File: config.mk
export PLATFORM = sky130hd
export DESIGN_NAME = mbist_march_ctrl_flat
export DESIGN_NICKNAME = d
export VERILOG_FILES = /design/src/rtl/mbist_pkg.sv /design/src/rtl/mbist_march_ctrl_if.sv /design/src/rtl/mbist_rd_cmp.sv /design/src/rtl/mbist_march_ctrl.sv /design/src/flat_wrapper.sv
export SDC_FILE = /design/constraint.sdc
export NUM_CORES = 1
export LEC_CHECK = 0
export BUFFER_PORTS_ARGS = -buffer_cell sky130_fd_sc_hd__clkbuf_2
export CORE_ASPECT_RATIO = 0.9
export CORE_UTILIZATION = 50
export CTS_CLUSTER_SIZE = 28
export DETAILED_ROUTE_END_ITERATION = 10
export GPL_TIMING_DRIVEN = 0
export PLACE_DENSITY = 0.75
export SETUP_SLACK_MARGIN = 0.02
export SKIP_CTS_REPAIR_TIMING = 1
export SLEW_MARGIN = 20
export SYNTH_ARGS = -nofsm -noshare
export SYNTH_HDL_FRONTEND = slang
export SYNTH_SLANG_ARGS = --single-unit
File: constraint.sdc
create_clock -name clk -period 6.1 [get_ports clk]
set_clock_uncertainty 0.1 [all_clocks]
set_input_delay 1.22 -clock clk [delete_from_list [all_inputs] [get_ports clk]]
set_output_delay 1.22 -clock clk [all_outputs]
set_load 0.1 [all_outputs]
File: src/rtl/mbist_pkg.sv
// Shared types and constants for the March C- MBIST controller: FSM state
// encoding, the march element descriptor and the March C- element table.
package mbist_pkg;

  localparam int NUM_ELEM = 6;
  localparam int RD_LAT   = 2;

  typedef enum logic [1:0] {
    ST_IDLE  = 2'd0,
    ST_RUN   = 2'd1,
    ST_DRAIN = 2'd2,
    ST_DONE  = 2'd3
  } state_e;

  // One march element: direction, number of ops per address, and for each op
  // whether it is a write and which background (0 = all zeros, 1 = all ones).
  typedef struct packed {
    logic       dir_down;
    logic [1:0] op_cnt;
    logic       op0_wr;
    logic       op0_bg;
    logic       op1_wr;
    logic       op1_bg;
  } march_elem_t;

  localparam march_elem_t MARCH_C_MINUS [0:NUM_ELEM-1] = '{
    '{1'b0, 2'd1, 1'b1, 1'b0, 1'b0, 1'b0},  // M0 up   (w0)
    '{1'b0, 2'd2, 1'b0, 1'b0, 1'b1, 1'b1},  // M1 up   (r0, w1)
    '{1'b0, 2'd2, 1'b0, 1'b1, 1'b1, 1'b0},  // M2 up   (r1, w0)
    '{1'b1, 2'd2, 1'b0, 1'b0, 1'b1, 1'b1},  // M3 down (r0, w1)
    '{1'b1, 2'd2, 1'b0, 1'b1, 1'b1, 1'b0},  // M4 down (r1, w0)
    '{1'b0, 2'd1, 1'b0, 1'b0, 1'b0, 1'b0}   // M5 up   (r0)
  };

  // Bounded table lookup; indices past the last element read as an empty element.
  function automatic march_elem_t march_elem(input logic [2:0] idx);
    march_elem_t e;
    case (idx)
      3'd0:    e = MARCH_C_MINUS[0];
      3'd1:    e = MARCH_C_MINUS[1];
      3'd2:    e = MARCH_C_MINUS[2];
      3'd3:    e = MARCH_C_MINUS[3];
      3'd4:    e = MARCH_C_MINUS[4];
      3'd5:    e = MARCH_C_MINUS[5];
      default: e = '0;
    endcase
    return e;
  endfunction

endpackage

File: src/rtl/mbist_march_ctrl_if.sv
// Control/status and memory-port bundle of the MBIST controller.
// master = the controller, slave = test-mode top plus memory under test.
interface mbist_march_ctrl_if #(
  parameter int DATA_WIDTH = 8,
  parameter int ADDR_WIDTH = 4,
  parameter int ERR_CNT_W  = 16
);
  logic                  start;
  logic                  busy;
  logic                  done;
  logic                  fail;
  logic [ADDR_WIDTH-1:0] fail_addr;
  logic [DATA_WIDTH-1:0] fail_data;
  logic [ERR_CNT_W-1:0]  err_cnt;
  logic                  mem_write_read;
  logic [ADDR_WIDTH-1:0] mem_address;
  logic [DATA_WIDTH-1:0] mem_wdata;
  logic [DATA_WIDTH-1:0] mem_rdata;

  modport master (
    input  start, mem_rdata,
    output busy, done, fail, fail_addr, fail_data, err_cnt,
           mem_write_read, mem_address, mem_wdata
  );

  modport slave (
    output start, mem_rdata,
    input  busy, done, fail, fail_addr, fail_data, err_cnt,
           mem_write_read, mem_address, mem_wdata
  );
endinterface

File: src/rtl/mbist_rd_cmp.sv
// Read-compare path: carries {valid, expected, address} of each issued read
// through two stages to line up with mem_rdata, compares, captures the first
// failure and keeps a saturating error count.
// Optional: MBIST_STOP_ON_FAIL_EN -- a mismatch raises o_stop and discards
// the reads still in flight.
module mbist_rd_cmp #(
  parameter int DATA_WIDTH = 8,
  parameter int ADDR_WIDTH = 4,
  parameter int ERR_CNT_W  = 16
) (
  input  logic                  clk,
  input  logic                  rst_n,
  input  logic                  i_clear,
  input  logic                  i_issue_vld,
  input  logic [DATA_WIDTH-1:0] i_issue_exp,
  input  logic [ADDR_WIDTH-1:0] i_issue_addr,
  input  logic [DATA_WIDTH-1:0] i_rdata,
  output logic                  o_stop,
  output logic                  o_fail,
  output logic [ADDR_WIDTH-1:0] o_fail_addr,
  output logic [DATA_WIDTH-1:0] o_fail_data,
  output logic [ERR_CNT_W-1:0]  o_err_cnt
);
  localparam logic [ERR_CNT_W-1:0] ERR_MAX = {ERR_CNT_W{1'b1}};
  localparam logic [ERR_CNT_W-1:0] ERR_ONE = ERR_CNT_W'(1);

  logic                  r_s1_vld, r_s2_vld;
  logic [DATA_WIDTH-1:0] r_s1_exp, r_s2_exp;
  logic [ADDR_WIDTH-1:0] r_s1_addr, r_s2_addr;
  logic                  r_fail;
  logic [ADDR_WIDTH-1:0] r_fail_addr;
  logic [DATA_WIDTH-1:0] r_fail_data;
  logic [ERR_CNT_W-1:0]  r_err_cnt;
  logic                  w_mis;

  assign w_mis = r_s2_vld && (i_rdata != r_s2_exp);

`ifdef MBIST_STOP_ON_FAIL_EN
  assign o_stop = w_mis;
`else
  assign o_stop = 1'b0;
`endif

  // Delay each read's expectation by the memory read latency.
  always_ff @(posedge clk) begin
    if (!rst_n) begin
      r_s1_vld  <= 1'b0;
      r_s2_vld  <= 1'b0;
      r_s1_exp  <= {DATA_WIDTH{1'b0}};
      r_s2_exp  <= {DATA_WIDTH{1'b0}};
      r_s1_addr <= {ADDR_WIDTH{1'b0}};
      r_s2_addr <= {ADDR_WIDTH{1'b0}};
    end else begin
      if (i_clear || o_stop) begin
        r_s1_vld <= 1'b0;
        r_s2_vld <= 1'b0;
      end else begin
        r_s1_vld <= i_issue_vld;
        r_s2_vld <= r_s1_vld;
      end
      r_s1_exp  <= i_issue_exp;
      r_s2_exp  <= r_s1_exp;
      r_s1_addr <= i_issue_addr;
      r_s2_addr <= r_s1_addr;
    end
  end

  // Record the first mismatch and count all of them, saturating.
  always_ff @(posedge clk) begin
    if (!rst_n) begin
      r_fail      <= 1'b0;
      r_fail_addr <= {ADDR_WIDTH{1'b0}};
      r_fail_data <= {DATA_WIDTH{1'b0}};
      r_err_cnt   <= {ERR_CNT_W{1'b0}};
    end else if (i_clear) begin
      r_fail      <= 1'b0;
      r_fail_addr <= {ADDR_WIDTH{1'b0}};
      r_fail_data <= {DATA_WIDTH{1'b0}};
      r_err_cnt   <= {ERR_CNT_W{1'b0}};
    end else if (w_mis) begin
      if (r_err_cnt != ERR_MAX) begin
        r_err_cnt <= r_err_cnt + ERR_ONE;
      end
      if (!r_fail) begin
        r_fail      <= 1'b1;
        r_fail_addr <= r_s2_addr;
        r_fail_data <= i_rdata;
      end
    end
  end

  assign o_fail      = r_fail;
  assign o_fail_addr = r_fail_addr;
  assign o_fail_data = r_fail_data;
  assign o_err_cnt   = r_err_cnt;

endmodule

File: src/rtl/mbist_march_ctrl.sv
// March C- MBIST initiator. Walks element/address/op counters, issues one
// memory op per cycle, presents write data one cycle ahead of its write and
// hands every read to mbist_rd_cmp for checking.
// Optional: MBIST_STOP_ON_FAIL_EN -- end the march at the first mismatch.
module mbist_march_ctrl
  import mbist_pkg::*;
#(
  parameter int DATA_WIDTH = 8,
  parameter int ADDR_WIDTH = 4,
  parameter int LAST_ADDR  = 2**ADDR_WIDTH-1,
  parameter int ERR_CNT_W  = 16
) (
  input logic                clk,
  input logic                rst_n,
  mbist_march_ctrl_if.master bus
);
  localparam logic [ADDR_WIDTH-1:0] LAST_A    = ADDR_WIDTH'(LAST_ADDR);
  localparam logic [ADDR_WIDTH-1:0] ADDR_ONE  = ADDR_WIDTH'(1);
  localparam logic [2:0]            LAST_ELEM = 3'(NUM_ELEM - 1);
  localparam logic [1:0]            DRAIN_END = 2'(RD_LAT - 1);

  // Position in the march: element, address and op index within the element.
  typedef struct packed {
    logic [2:0]            elem;
    logic [ADDR_WIDTH-1:0] addr;
    logic                  opi;
  } pos_t;

  function automatic logic op_is_wr(input pos_t p);
    march_elem_t e;
    e = march_elem(p.elem);
    return p.opi ? e.op1_wr : e.op0_wr;
  endfunction

  function automatic logic op_bg(input pos_t p);
    march_elem_t e;
    e = march_elem(p.elem);
    return p.opi ? e.op1_bg : e.op0_bg;
  endfunction

  // True on the last op of the last address of the element.
  function automatic logic elem_end(input pos_t p);
    march_elem_t e;
    e = march_elem(p.elem);
    return (p.addr == (e.dir_down ? {ADDR_WIDTH{1'b0}} : LAST_A)) &&
           (p.opi == (e.op_cnt == 2'd2));
  endfunction

  function automatic logic pos_last(input pos_t p);
    return elem_end(p) && (p.elem == LAST_ELEM);
  endfunction

  // Successor op; an address wrap moves straight into the next element.
  function automatic pos_t next_pos(input pos_t p);
    march_elem_t e, en;
    pos_t        n;
    e = march_elem(p.elem);
    n = p;
    if (!p.opi && (e.op_cnt == 2'd2)) begin
      n.opi = 1'b1;
    end else if (elem_end(p)) begin
      en     = march_elem(p.elem + 3'd1);
      n.elem = p.elem + 3'd1;
      n.opi  = 1'b0;
      n.addr = en.dir_down ? LAST_A : {ADDR_WIDTH{1'b0}};
    end else begin
      n.opi  = 1'b0;
      n.addr = e.dir_down ? (p.addr - ADDR_ONE) : (p.addr + ADDR_ONE);
    end
    return n;
  endfunction

  state_e                r_state;
  pos_t                  r_pos;
  logic                  r_busy, r_done, r_wr, r_rd_vld;
  logic [1:0]            r_drain_cnt;
  logic [ADDR_WIDTH-1:0] r_addr;
  logic [DATA_WIDTH-1:0] r_wdata, r_exp;

  pos_t                  w_tgt, w_tgt_nxt;
  logic                  w_tgt_wr, w_tgt_last, w_cur_last;
  logic                  w_start_acc, w_issue, w_stop_req, w_stop;
  logic [DATA_WIDTH-1:0] w_tgt_data, w_la_wdata;

  // Next op to issue and the write data that must lead it by one cycle.
  always_comb begin
    w_tgt      = (r_state == ST_IDLE) ? pos_t'(0) : next_pos(r_pos);
    w_tgt_nxt  = next_pos(w_tgt);
    w_tgt_wr   = op_is_wr(w_tgt);
    w_tgt_data = {DATA_WIDTH{op_bg(w_tgt)}};
    w_tgt_last = pos_last(w_tgt);
    w_la_wdata = (!w_tgt_last && op_is_wr(w_tgt_nxt)) ?
                 {DATA_WIDTH{op_bg(w_tgt_nxt)}} : {DATA_WIDTH{1'b0}};
    w_cur_last = pos_last(r_pos);
  end

  assign w_start_acc = (r_state == ST_IDLE) && bus.start;
  assign w_stop      = w_stop_req && ((r_state == ST_RUN) || (r_state == ST_DRAIN));
  assign w_issue     = w_start_acc ||
                       ((r_state == ST_RUN) && !w_stop && !w_cur_last);

  // Control FSM with registered memory-port and status outputs.
  always_ff @(posedge clk) begin
    if (!rst_n) begin
      r_state     <= ST_IDLE;
      r_pos       <= pos_t'(0);
      r_busy      <= 1'b0;
      r_done      <= 1'b0;
      r_wr        <= 1'b0;
      r_rd_vld    <= 1'b0;
      r_drain_cnt <= 2'd0;
      r_addr      <= {ADDR_WIDTH{1'b0}};
      r_wdata     <= {DATA_WIDTH{1'b0}};
      r_exp       <= {DATA_WIDTH{1'b0}};
    end else begin
      // Quiet port unless an op is issued this edge; the address holds.
      r_wr     <= 1'b0;
      r_rd_vld <= 1'b0;
      r_wdata  <= {DATA_WIDTH{1'b0}};
      r_done   <= 1'b0;
      if (w_issue) begin
        r_pos    <= w_tgt;
        r_wr     <= w_tgt_wr;
        r_rd_vld <= !w_tgt_wr;
        r_addr   <= w_tgt.addr;
        r_exp    <= w_tgt_data;
        r_wdata  <= w_la_wdata;
      end
      case (r_state)
        ST_IDLE: begin
          if (bus.start) begin
            r_state <= ST_RUN;
            r_busy  <= 1'b1;
          end
        end
        ST_RUN: begin
          if (w_stop) begin
            r_state <= ST_DONE;
            r_busy  <= 1'b0;
            r_done  <= 1'b1;
          end else if (w_cur_last) begin
            r_state     <= ST_DRAIN;
            r_drain_cnt <= 2'd0;
          end
        end
        ST_DRAIN: begin
          if (w_stop || (r_drain_cnt == DRAIN_END)) begin
            r_state <= ST_DONE;
            r_busy  <= 1'b0;
            r_done  <= 1'b1;
          end else begin
            r_drain_cnt <= r_drain_cnt + 2'd1;
          end
        end
        ST_DONE: begin
          r_state <= ST_IDLE;
        end
        default: begin
          r_state <= ST_IDLE;
          r_busy  <= 1'b0;
        end
      endcase
    end
  end

  mbist_rd_cmp #(
    .DATA_WIDTH (DATA_WIDTH),
    .ADDR_WIDTH (ADDR_WIDTH),
    .ERR_CNT_W  (ERR_CNT_W)
  ) u_rd_cmp (
    .clk          (clk),
    .rst_n        (rst_n),
    .i_clear      (w_start_acc),
    .i_issue_vld  (r_rd_vld),
    .i_issue_exp  (r_exp),
    .i_issue_addr (r_addr),
    .i_rdata      (bus.mem_rdata),
    .o_stop       (w_stop_req),
    .o_fail       (bus.fail),
    .o_fail_addr  (bus.fail_addr),
    .o_fail_data  (bus.fail_data),
    .o_err_cnt    (bus.err_cnt)
  );

  assign bus.busy           = r_busy;
  assign bus.done           = r_done;
  assign bus.mem_write_read = r_wr;
  assign bus.mem_address    = r_addr;
  assign bus.mem_wdata      = r_wdata;

endmodule
File: src/flat_wrapper.sv
// flat-port wrapper written by rule: the top's interface ports become plain ports
module mbist_march_ctrl_flat import mbist_pkg::*;
#(
  parameter int DATA_WIDTH = 8,
  parameter int ADDR_WIDTH = 4,
  parameter int LAST_ADDR  = 2**ADDR_WIDTH-1,
  parameter int ERR_CNT_W  = 16
)
  (clk, rst_n, bus_start, bus_mem_rdata, bus_busy, bus_done, bus_fail, bus_fail_addr, bus_fail_data, bus_err_cnt, bus_mem_write_read, bus_mem_address, bus_mem_wdata);
  mbist_march_ctrl_if #(.DATA_WIDTH(DATA_WIDTH), .ADDR_WIDTH(ADDR_WIDTH), .ERR_CNT_W(ERR_CNT_W)) bus_i ();
  input logic clk;
  input logic rst_n;
  input wire logic [$bits(bus_i.start)-1:0] bus_start;
  input wire logic [$bits(bus_i.mem_rdata)-1:0] bus_mem_rdata;
  output wire logic [$bits(bus_i.busy)-1:0] bus_busy;
  output wire logic [$bits(bus_i.done)-1:0] bus_done;
  output wire logic [$bits(bus_i.fail)-1:0] bus_fail;
  output wire logic [$bits(bus_i.fail_addr)-1:0] bus_fail_addr;
  output wire logic [$bits(bus_i.fail_data)-1:0] bus_fail_data;
  output wire logic [$bits(bus_i.err_cnt)-1:0] bus_err_cnt;
  output wire logic [$bits(bus_i.mem_write_read)-1:0] bus_mem_write_read;
  output wire logic [$bits(bus_i.mem_address)-1:0] bus_mem_address;
  output wire logic [$bits(bus_i.mem_wdata)-1:0] bus_mem_wdata;
  assign bus_i.start = bus_start;
  assign bus_i.mem_rdata = bus_mem_rdata;
  assign bus_busy = bus_i.busy;
  assign bus_done = bus_i.done;
  assign bus_fail = bus_i.fail;
  assign bus_fail_addr = bus_i.fail_addr;
  assign bus_fail_data = bus_i.fail_data;
  assign bus_err_cnt = bus_i.err_cnt;
  assign bus_mem_write_read = bus_i.mem_write_read;
  assign bus_mem_address = bus_i.mem_address;
  assign bus_mem_wdata = bus_i.mem_wdata;
  mbist_march_ctrl #(.DATA_WIDTH(DATA_WIDTH), .ADDR_WIDTH(ADDR_WIDTH), .LAST_ADDR(LAST_ADDR), .ERR_CNT_W(ERR_CNT_W)) u_core (.clk(clk), .rst_n(rst_n), .bus(bus_i));
endmodule
==> qor.csv, run 1 <==
stage,metric,value,unit
status,status,"finished, violations left",
status,violations,DRC,
clocking,htree_levels,3,
clocking,cts.sinks,59,
synth,synth_edf_count,0,
layout,area_delta_synth_final,18.0,%
place,hpwlAfterDp,4.45,mm
drt,routed_wl,6.04,mm
clocking,clk_pin_slew,70,ps
floorplan,fp-row-count,26,
drt,vias,2564,
critical_path,cp_max_fo,10,
critical_path,crit_required,6240,ps
drt,via_per_inst,5.23,
global_route,grt_pass1_vias,2292,
sta,worst_slew_pin_slew,700,ps
layout,register_area,0.00118,mm2
critical_path,r2r_cells,17,
sta,period_share,72.3,%
critical_path,path_delay_family,simple AND/OR/NAND/NOR gates,
layout,multi_input_area,0.00165,mm2
critical_path,cpMaxStageDelayCell,dfxtp_1,
synth,syn_nets,382,
clocking,cts_made_buffers,9,
critical_path,end_kind,flip-flop,
global_route,antenna_found_initial,0,
power_and_ir_drop,power.density,275,mW/mm2
global_route,overflow,0,
critical_path,critPathMaxStageDelay,470,ps
layout,n_antenna_cell,0,
sta,rsz0062_at_grt,false,
worst_hold_path,hold_path_class,reg -> reg,
synth,yosys_warnings,0,
synth,ys_seq_elements,59,
critical_path,path_buf_inv,5,
drt,post_drt_wl_per_cell,12.3,um
worst_hold_path,min_path_cells,1,
clocking,cts_tree,done,
clocking,clk_path_buf_depth,2,
sta,holdWs,328,ps
power_and_ir_drop,vdd_drop_max,0.000358,V
floorplan,initial_core_util,53.0,%
global_route,grt_pass1_wl,10.3,mm
power_and_ir_drop,p_leak,1.53,nW
synth,netlist_instances,351,
floorplan,die_area,0.00645,mm2
global_route,grt_max_degree,13,
drt,postRouteAntennaNets,0,
synth,syn_avg_cell_area,8.74,um2
floorplan,boundaryPins,55,
sta,finalMaxSlewViolations,0,
floorplan,die_y,76.3,um
critical_path,critical_path_arrival,4550,ps
floorplan,core_region_area,0.00579,mm2
clocking,insertion_delay,340,ps
critical_path,crit_chain,"inv_1, ha_1, a21oi_4, inv_1, ha_1, nand3_1, nand2b_1, clkbuf_1, or3b_1, a21oi_2, inv_1, ha_1, mux2_1, a211oi_1, ha_1, inv_1, nor4_2",
synth,async_flop_share,0,%
place,port_buffers,53,
drt,first_pass_iters,7,
critical_path,crit_type,reg -> reg,
layout,drive_gt1_share,22.6,%
synth,yosysSeqAreaShare,38.5,%
sta,maxSlewHeadroom,53.1,%
sta,setup_viol,0,
clocking,clock-root-buffer,clkbuf_8,
layout,fin_nets,446,
synth,netlist_area,0.00307,mm2
drt,drt_iter0_markers,80,
flow_run,maxCapViolations,0,
sta,fmax,227,MHz
floorplan,die_x,84.6,um
sta,finalHoldViolCount,0,
sta,fin_crit,4410,ps
sta,setup_tns,0,ps
critical_path,path_depth,17,
synth,synthFlopType,dfxtp_1,
layout,fillers,537,
drt,drc,13,
critical_path,setup.worst_path.start_class,flip-flop,
synth,ys_types,52,
place,place.gp.congestion,0.868,
global_route,grt.total_usage,20.1,%
-- cell usage after synthesis (all sizes together), types with 2 or more instances --
library cell | count | area share (%)
dfxtp | 59 | 38
nor2 | 39 | 4.8
nand2 | 27 | 3.3
inv | 22 | 2.7
nand3 | 20 | 3.3
ha | 19 | 7.7
mux2i | 16 | 5.2
buf | 15 | 3.8
a21oi | 14 | 3.3
xor2 | 14 | 4.0
and2 | 13 | 2.7
clkbuf | 11 | 1.3
o21ai | 11 | 1.8
and3 | 7 | 1.4
nor3 | 7 | 1.1
nand4 | 6 | 1.2
or3 | 6 | 1.5
o31ai | 5 | 1.8
a21boi | 4 | 0.98
a31oi | 4 | 0.82
nor2b | 3 | 0.61
o22ai | 3 | 0.61
xnor2 | 3 | 0.86
and4 | 2 | 0.57
nand2b | 2 | 0.41
nand4b | 2 | 0.57
nor4 | 2 | 0.61
o211ai | 2 | 0.49
-- through the flow --
| stage | total power [mW] | utilization, % | area [um2] | setup WS (ps) | std cells |
|---|---|---|---|---|---|
| 5_1_grt | 1.05 | 62.5 | 3620 | 1240 | 490 |
| 3_3_place_gp | 0.647 | 59.1 | 3420 | 1840 | 474 |
| 3_5_place_dp | 0.651 | 59.1 | 3420 | 1740 | 474 |
| 4_1_cts | 1.00 | 62.5 | 3620 | 1670 | 490 |
| 2_1_floorplan | 0.600 | - | 3070 | 2220 | 351 |
| 6_report | 0.994 | 62.5 | 3620 | 1690 | 490 |
-- power breakdown --
group	total [mW]	internal (mW)	switching [mW]
logic	0.235	0.0609	0.174
clock network	0.351	0.190	0.161
registers	0.408	0.400	0.00795
-- cells by family (layout without fill, tap and decap cells) --
logic type,Yosys count,in the layout,synth area share (%)
buffers and inverters,48,117,7.79
XOR/XNOR,17,17,4.85
adder cells (fa/ha/maj),20,20,8.40
flip-flops,59,59,38.5
multiplexers,17,17,5.59
AO/OA/AOI/OAI,52,52,12.2
AND/OR/NAND/NOR,138,138,22.7
-- final timing paths --
check	from	endpoint	slack, ps
min reg2reg	u_core.u_rd_cmp.r_s1_exp[0]	u_core.u_rd_cmp.r_s2_exp[0]	330
max	u_core.r_pos[5]	u_core.bus.mem_wdata[0]	1690
min	u_core.u_rd_cmp.r_s1_exp[0]	u_core.u_rd_cmp.r_s2_exp[0]	330
max reg2reg	u_core.r_pos[5]	u_core.bus.mem_wdata[0]	1690
-- sequential cells by signal, indices dropped and copies added (netlist names) --
name                         cells
u_core.bus.busy                  1
u_core.bus.done                  1
u_core.bus.mem_wdata             1
u_core.bus.mem_write_read        1
u_core.r_drain_cnt               2
u_core.r_exp                     1
u_core.r_pos                     8
u_core.r_rd_vld                  1
u_core.r_state                   2
u_core.u_rd_cmp.o_err_cnt       16
u_core.u_rd_cmp.o_fail           1
u_core.u_rd_cmp.o_fail_addr      4
u_core.u_rd_cmp.o_fail_data      8
u_core.u_rd_cmp.r_s1_addr        4
u_core.u_rd_cmp.r_s1_exp         1
u_core.u_rd_cmp.r_s1_vld         1
u_core.u_rd_cmp.r_s2_addr        4
u_core.u_rd_cmp.r_s2_exp         1
u_core.u_rd_cmp.r_s2_vld         1
-- metal layers --
metal	wire length [um]	track usage, %	vias up
met5	0	0	-
met4	24	5.08	0
met3	311	7.58	2
met2	2820	32.4	59
met1	2880	25.3	1193
li1	-	-	1310
-- placed cells by master, fill, tap and decap left out, drive strengths merged, types with 3 or more instances in the layout --
cell     n
mux2i   16
nor2b    3
inv     23
xor2    14
o21ai   11
nand3   20
nand2   27
a21boi   4
buf     15
and3     7
a21oi   14
clkbuf  73
clkinv   3
or3      6
o22ai    3
and2    13
a31oi    4
nor3     7
nand4    6
o31ai    5
dfxtp   59
ha      19
nor2    39
xnor2    3
-- layout make-up --
cell class,count,area share (%)
Clock inverter,7,2.11
Sequential cell,59,32.6
Inverter,22,2.28
Timing Repair Buffer,53,7.33
Multi-Input combinational cell,244,45.5
Clock buffer,9,3.42
Buffer,26,4.32
Tap cell,70,2.42
(Power assumes the default switching activity.)
==> inputs of run 2 (changes only) <==
--- a/config.mk
+++ b/config.mk
@@ -5,13 +5,14 @@
 export SDC_FILE = /design/constraint.sdc
 export NUM_CORES = 1
 export LEC_CHECK = 0
+export ABC_AREA = 1
 export BUFFER_PORTS_ARGS = -buffer_cell sky130_fd_sc_hd__clkbuf_2
 export CORE_ASPECT_RATIO = 0.9
 export CORE_UTILIZATION = 50
 export CTS_CLUSTER_SIZE = 28
 export DETAILED_ROUTE_END_ITERATION = 10
 export GPL_TIMING_DRIVEN = 0
-export PLACE_DENSITY = 0.75
+export PLACE_DENSITY = 0.74
 export SETUP_SLACK_MARGIN = 0.02
 export SKIP_CTS_REPAIR_TIMING = 1
 export SLEW_MARGIN = 20
==> constraint.sdc (replaced) <==
create_clock -name clk -period 4.3 [get_ports clk]
set_clock_uncertainty 0.1 [all_clocks]
set_input_delay 0.86 -clock clk [delete_from_list [all_inputs] [get_ports clk]]
set_output_delay 0.86 -clock clk [all_outputs]
set_load 0.1 [all_outputs]
==> qor.csv, run 2 <==
stage,metric,value,unit,change
power_and_ir_drop,internal_power,1.15,mW,was 0.651 mW
place,place.gp.congestion,0.892,,was 0.868
drt,postRouteAntennaNets,0,,unchanged
layout,area_delta_synth_final,17.9,%,was 18.0%
floorplan,die_area,0.00684,mm2,was 0.00645 mm2
layout,register_area,0.00118,mm2,unchanged
clocking,cts.sinks,59,,unchanged
sta,rsz0062_at_grt,false,,unchanged
layout,largest_register_ffs,16,,unchanged
global_route,grt.total_usage,22.1,%,was 20.1%
power_and_ir_drop,p_seq_share,32.0,%,was 41.0%
sta,fmax,297,MHz,was 227 MHz
sta,finalMaxSlewViolations,0,,unchanged
global_route,grt_pass1_wl,12.0,mm,was 10.3 mm
synth,synth_most_common_cell,nand2_1,,was dfxtp_1
synth,synthFlopType,dfxtp_1,,unchanged
drt,drc,0,,was 13
worst_hold_path,min_path_cells,2,,was 1
clocking,clk_path_buf_depth,2,,unchanged
synth,yosys.area.top_type,dfxtp_1,,unchanged
critical_path,crit_type,reg -> reg,,unchanged
synth,synth_top_cells_by_count,"nand2_1, inv_1, dfxtp_1",,"was dfxtp_1, nor2_1, nand2_1"
sta,period_share,78.2,%,was 72.3%
critical_path,crit_required,4430,ps,was 6240 ps
global_route,antenna_found_initial,0,,unchanged
sta,worst_slew_pin_slew,585,ps,was 700 ps
floorplan,initial_core_util,52.4,%,was 53.0%
synth,netlist_area,0.00326,mm2,was 0.00307 mm2
drt,post_drt_wl_per_cell,11.5,um,was 12.3 um
layout,final_cell_count_no_fill,599,,was 490
layout,postLayoutCoreUtil,61.8,%,was 62.5%
synth,async_flop_share,0,%,unchanged
status,status,"finished, final reports clean",,"was finished, violations left"
critical_path,cp_max_fo,6,,was 10
layout,final_cell_mix,"nand2_1, inv_1, dfxtp_1",,"was dfxtp_1, clkbuf_2, nor2_1"
power_and_ir_drop,p_sw_share,45.1,%,was 34.5%
layout,fin_nets,538,,was 446
drt,via_per_inst,4.90,,was 5.23
synth,netlist_instances,442,,was 351
sta,maxSlewHeadroom,60.9,%,was 53.1%
drt,routed_wl,6.91,mm,was 6.04 mm
synth,syn_nets,473,,was 382
drt,vias,2935,,was 2564
sta,fin_crit,3360,ps,was 4410 ps
flow_run,maxCapViolations,0,,unchanged
floorplan,die_x,87.1,um,was 84.6 um
synth,yosysSeqAreaShare,36.3,%,was 38.5%
synth,ys_seq_elements,59,,unchanged
place,port_buffers,54,,was 53
worst_hold_path,hold_path_class,reg -> reg,,unchanged
sta,setup_slack,937,ps,was 1690 ps
place,dp_cells,583,,was 474
synth,ys_types,35,,was 52
layout,fillers,610,,was 537
critical_path,critical_path_arrival,3490,ps,was 4550 ps
synth,synth_edf_count,0,,unchanged
power_and_ir_drop,p_switching,0.941,mW,was 0.343 mW
drt,drt_iter0_markers,141,,was 80
global_route,overflow,0,,unchanged
clocking,clk_pin_slew,70,ps,about the same
power_and_ir_drop,p_clk_share,24.2,%,was 35.3%
global_route,grt_pass1_vias,2801,,was 2292
sta,setup_tns,0,ps,unchanged
place,preCtsSetupSlack,960,ps,was 1740 ps
floorplan,boundaryPins,55,,unchanged
synth,yosys_warnings,0,,unchanged
clocking,insertion_delay,340,ps,about the same
critical_path,end_kind,flip-flop,,unchanged
layout,n_antenna_cell,0,,unchanged
power_and_ir_drop,power.density,544,mW/mm2,was 275 mW/mm2
sta,finalHoldViolCount,0,,unchanged
drt,first_pass_iters,6,,was 7
floorplan,core_region_area,0.00622,mm2,was 0.00579 mm2
power_and_ir_drop,p_leak,1.87,nW,was 1.53 nW
floorplan,fp-row-count,27,,was 26
synth,syn_avg_cell_area,7.37,um2,was 8.74 um2
layout,multi_input_area,0.00168,mm2,was 0.00165 mm2
critical_path,r2r_cells,22,,was 17
clocking,clock-root-buffer,clkbuf_8,,unchanged
critical_path,setup.worst_path.start_class,flip-flop,,unchanged
clocking,cts_made_buffers,9,,unchanged
place,hpwlAfterDp,5.32,mm,was 4.45 mm
global_route,grt_max_degree,13,,unchanged
synth,synth_top_area_share,36.3,%,was 38.5%
sta,setup_viol,0,,unchanged
power_and_ir_drop,vdd_drop_max,0.000504,V,was 0.000358 V
synth,synthTopCellsByArea,"dfxtp_1, nand2_1, inv_1",,"was dfxtp_1, ha_1, mux2i_1"
clocking,htree_levels,3,,unchanged
layout,drive_gt1_share,23.4,%,was 22.6%
clocking,cts_tree,done,,unchanged
floorplan,die_y,78.6,um,was 76.3 um
power_and_ir_drop,power_frac_comb,43.8,%,was 23.7%
layout,final_common_cell,nand2_1,,was dfxtp_1
==> run 2: changes by cell type after synthesis, sizes merged, moves of 5 or more <==
cell	change
mux2i	-16
o31ai	-5
inv	+50
a21oi	+17
and2	-13
clkbuf	-8
xor2	-6
or3	-6
and3	-7
nand2	+72
nor2	+18
o21ai	+15
==> run 2: metrics by stage <==
step	area [um2]	power, mW	hold slack (ps)
CTS	3840	2.10	321
global placement	3640	1.56	299
global route	3840	2.24	346
floorplan	3260	1.43	290
finish	3840	2.09	317
detailed placement	3640	1.59	304
==> run 2: power groups by stage <==
stage	Combinational (mW)	Sequential (mW)	Clock [mW]
floorplan	0.675	0.751	0
finish	0.915	0.669	0.505
global route	1.01	0.680	0.543
CTS	0.915	0.669	0.516
global placement	0.886	0.679	0
detailed placement	0.911	0.681	0
==> run 2: logic make-up after synthesis <==
family	after synthesis	share of synthesized area, %
xor gates and xnor gates	15	4.03
DFF	59	36.3
buffers and inverters	90	12.2
AOI/OAI and AO/OA	62	10.8
and+or+nand+nor	196	28.7
adders and majority gates	20	7.91
==> run 2: area by class of cell <==
class	instances	area share (%)
repair buffers	54	7.04
well taps	87	2.84
clock buffers	9	3.23
inverters	72	7.17
multi-input cells	293	43.7
flip-flops and latches	59	30.8
plain buffers	18	3.19
clock inverters	7	2.05
==> run 2: per-layer routing <==
metal / vias up / wire length [um] / share of wire (%) / GRT usage (%)
met2: 65 / 3250 / 47 / 37.3
met1: 1344 / 3300 / 48 / 27.1
li1: 1518 / - / - / -
met3: 8 / 266 / 3.8 / 6.20
met4: 0 / 103 / 1.5 / 6.83
met5: - / 0 / 0 / 0
==> run 2: worst paths after layout <==
path,startpoint,to,slack [ps]
max,u_core.r_pos[5],u_core.r_exp[0],940
min,u_core.u_rd_cmp.r_s1_addr[0],u_core.u_rd_cmp.r_s2_addr[0],320
max reg2reg,u_core.r_pos[5],u_core.r_exp[0],940
min reg2reg,u_core.u_rd_cmp.r_s1_addr[0],u_core.u_rd_cmp.r_s2_addr[0],320
==> run 2: worst max-delay path, stage by stage (launching register included) <==
cell and delay [ps]:
dfxtp_1 370, ha_1 230, ha_1 190, nor3_1 190
o21ai_0 110, nand3_1 80, inv_1 40, ha_1 270
nand2_1 50, nor2_1 80, nand2_1 70, inv_2 130
nand4_1 140, nand3_2 180, inv_1 90, ha_1 200
ha_1 210, inv_1 60, nand2_1 50, a21oi_2 170
inv_1 60, nand3_1 120, nand2_1 60
==> inputs of run 3 (changes only) <==
--- a/config.mk
+++ b/config.mk
@@ -12,7 +12,7 @@
 export CTS_CLUSTER_SIZE = 28
 export DETAILED_ROUTE_END_ITERATION = 10
 export GPL_TIMING_DRIVEN = 0
-export PLACE_DENSITY = 0.74
+export PLACE_DENSITY = 0.77
 export SETUP_SLACK_MARGIN = 0.02
 export SKIP_CTS_REPAIR_TIMING = 1
 export SLEW_MARGIN = 20
==> constraint.sdc (replaced) <==
create_clock -name clk -period 2.88 [get_ports clk]
set_clock_uncertainty 0.1 [all_clocks]
set_input_delay 0.576 -clock clk [delete_from_list [all_inputs] [get_ports clk]]
set_output_delay 0.576 -clock clk [all_outputs]
set_load 0.1 [all_outputs]
==> qor.csv, run 3 (synthesis gave the netlist of run 2 again) <==
stage,metric,value,unit,change
layout,fin_nets,548,,was 538
place,dp_cells,583,,unchanged
clocking,cts_tree,done,,unchanged
sta,fin_crit,3000,ps,was 3360 ps
layout,multi_input_area,0.00182,mm2,was 0.00168 mm2
critical_path,r2r-end,u_core.bus.mem_wdata[0],,was u_core.r_exp[0]
global_route,overflow,0,,unchanged
clocking,cts_made_buffers,9,,unchanged
clocking,clock-root-buffer,clkbuf_8,,unchanged
global_route,grt_max_degree,13,,unchanged
layout,postLayoutCoreUtil,65.2,%,was 61.8%
sta,setup_viol,4,,was 0
floorplan,boundaryPins,55,,unchanged
global_route,grt_pass1_vias,2722,,was 2801
status,status,"finished, violations left",,"was finished, final reports clean"
power_and_ir_drop,power.density,801,mW/mm2,was 544 mW/mm2
sta,finalHoldViolCount,0,,unchanged
critical_path,crit_end,u_core.bus.mem_wdata[0],,was u_core.r_exp[0]
status,violations,setup timing,,
place,place.gp.congestion,0.890,,was 0.892
critical_path,critical_path_arrival,3170,ps,was 3490 ps
critical_path,r2r-start,u_core.r_pos[5],,unchanged
global_route,grt_pass1_wl,12.2,mm,was 12.0 mm
floorplan,die_x,87.1,um,unchanged
critical_path,end_kind,flip-flop,,unchanged
clocking,cts.sinks,59,,unchanged
critical_path,crit_required,3050,ps,was 4430 ps
layout,area_delta_synth_final,24.4,%,was 17.9%
floorplan,core_region_area,0.00622,mm2,unchanged
drt,vias,2964,,was 2935
critical_path,ff2ff_setup_slack,-120,ps,was 940 ps
place,hpwlAfterDp,5.29,mm,was 5.32 mm
clocking,clk_path_buf_depth,2,,unchanged
floorplan,initial_core_util,52.4,%,unchanged
flow_run,maxCapViolations,0,,unchanged
clocking,htree_levels,3,,unchanged
layout,fillers,538,,was 610
floorplan,die_y,78.6,um,unchanged
layout,final_cell_count_no_fill,609,,was 599
layout,register_area,0.00119,mm2,was 0.00118 mm2
worst_hold_path,hold_path_class,reg -> reg,,unchanged
place,preCtsSetupSlack,-280,ps,was 960 ps
layout,drive_gt1_share,29.3,%,was 23.4%
critical_path,cp_max_fo,6,,unchanged
floorplan,fp-row-count,27,,unchanged
sta,rsz0062_at_grt,true,,was false
layout,final_common_cell,nand2_1,,unchanged
drt,first_pass_iters,4,,was 6
clocking,clk_pin_slew,80,ps,was 70 ps
sta,setup_slack,-120,ps,was 937 ps
floorplan,die_area,0.00684,mm2,unchanged
drt,via_per_inst,4.87,,was 4.90
critical_path,crit_type,reg -> reg,,unchanged
place,dpl-instance-area,0.00367,mm2,was 0.00364 mm2
layout,n_antenna_cell,0,,unchanged
sta,fmax,333,MHz,was 297 MHz
critical_path,r2r_cells,22,,unchanged
layout,largest_register_ffs,16,,unchanged
sta,worst_slew_pin_slew,605,ps,was 585 ps
sta,maxSlewHeadroom,59.5,%,was 60.9%
layout,finish.instance_area,0.00405,mm2,was 0.00384 mm2
global_route,antenna_found_initial,0,,unchanged
critical_path,critPathLaunch,u_core.r_pos[5],,unchanged
layout,final_cell_mix,"nand2_1, inv_1, dfxtp_1",,unchanged
drt,post_drt_wl_per_cell,12.1,um,was 11.5 um
sta,period_share,104,%,was 78.2%
power_and_ir_drop,p_leak,1.90,nW,was 1.87 nW
sta,finalMaxSlewViolations,0,,unchanged
critical_path,setup.worst_path.start_class,flip-flop,,unchanged
clocking,insertion_delay,340,ps,about the same
power_and_ir_drop,vdd_drop_max,0.000720,V,was 0.000504 V
place,port_buffers,54,,unchanged
drt,drt_iter0_markers,92,,was 141
drt,routed_wl,7.35,mm,was 6.91 mm
global_route,grt.total_usage,22.6,%,was 22.1%
drt,drc,0,,unchanged
drt,postRouteAntennaNets,0,,unchanged
[run 3: cell types whose count changed in the layout (fill, tap and decap cells not counted), sizes merged]
cell,before,now
clkinv,3,2
bufinv,1,0
clkinvlp,3,5
buf,15,25
[run 3: layout make-up]
cell class	count	area share, %
Buffer	18	3.03
Sequential cell	59	29.4
Clock buffer	9	3.06
Timing Repair Buffer	64	8.53
Tap cell	87	2.69
Clock inverter	7	1.36
Multi-Input combinational cell	293	44.9
Inverter	72	7.04
[run 3: through the flow]
stage / hold slack [ps] / setup TNS (ps) / power, mW
after floorplan: 290 / 0 / 2.15
after detailed placement: 305 / -731 / 2.40
after global routing: 328 / -1010 / 3.45
final: 307 / -258 / 3.24
after global placement: 303 / -531 / 2.36
after CTS: 313 / -892 / 3.08
[run 3: worst min-delay path by stage]
stage	startpoint	endpoint	slack [ps]	cells past startpoint
after floorplan	u_core.u_rd_cmp.r_s1_addr[0]	u_core.u_rd_cmp.r_s2_addr[0]	290	2
after global placement	u_core.u_rd_cmp.r_s1_addr[2]	u_core.u_rd_cmp.r_s2_addr[2]	300	2
after detailed placement	u_core.u_rd_cmp.r_s1_addr[3]	u_core.u_rd_cmp.r_s2_addr[3]	300	2
after CTS	u_core.u_rd_cmp.r_s1_vld	u_core.u_rd_cmp.r_s2_vld	310	2
after global routing	u_core.u_rd_cmp.r_s1_addr[2]	u_core.u_rd_cmp.r_s2_addr[2]	330	2
final	u_core.u_rd_cmp.r_s1_addr[3]	u_core.u_rd_cmp.r_s2_addr[3]	310	2
[run 3: worst max-delay path, stage by stage (launching register included)]
cell,delay [ps]
dfxtp_4,390
ha_4,170
ha_4,150
nor3_2,90
o21ai_1,80
nand3_1,80
inv_1,40
ha_1,270
nand2_1,40
nor2_1,110
nand2_1,80
inv_2,110
nand3_4,100
nand2_2,100
nand3_4,90
inv_4,100
ha_4,130
ha_4,130
nor2_4,30
a31oi_2,180
ha_2,200
nand2_2,50
nor3_2,90
[run 3: metal layers]
metal  vias to the layer above  global-route usage (%)  wire, um
met5                         -                       0         0
met4                         0                    8.00        95
met3                         7                    5.26       330
met2                        68                    35.7      3380
met1                      1354                    30.0      3540
li1                       1535                       -         -
[run 3: power by group]
group	total, mW	internal [mW]	switching [mW]
sequential	1.03	0.928	0.0986
combinational	1.54	0.485	1.06
clock	0.675	0.313	0.361
total	3.24	1.73	1.52
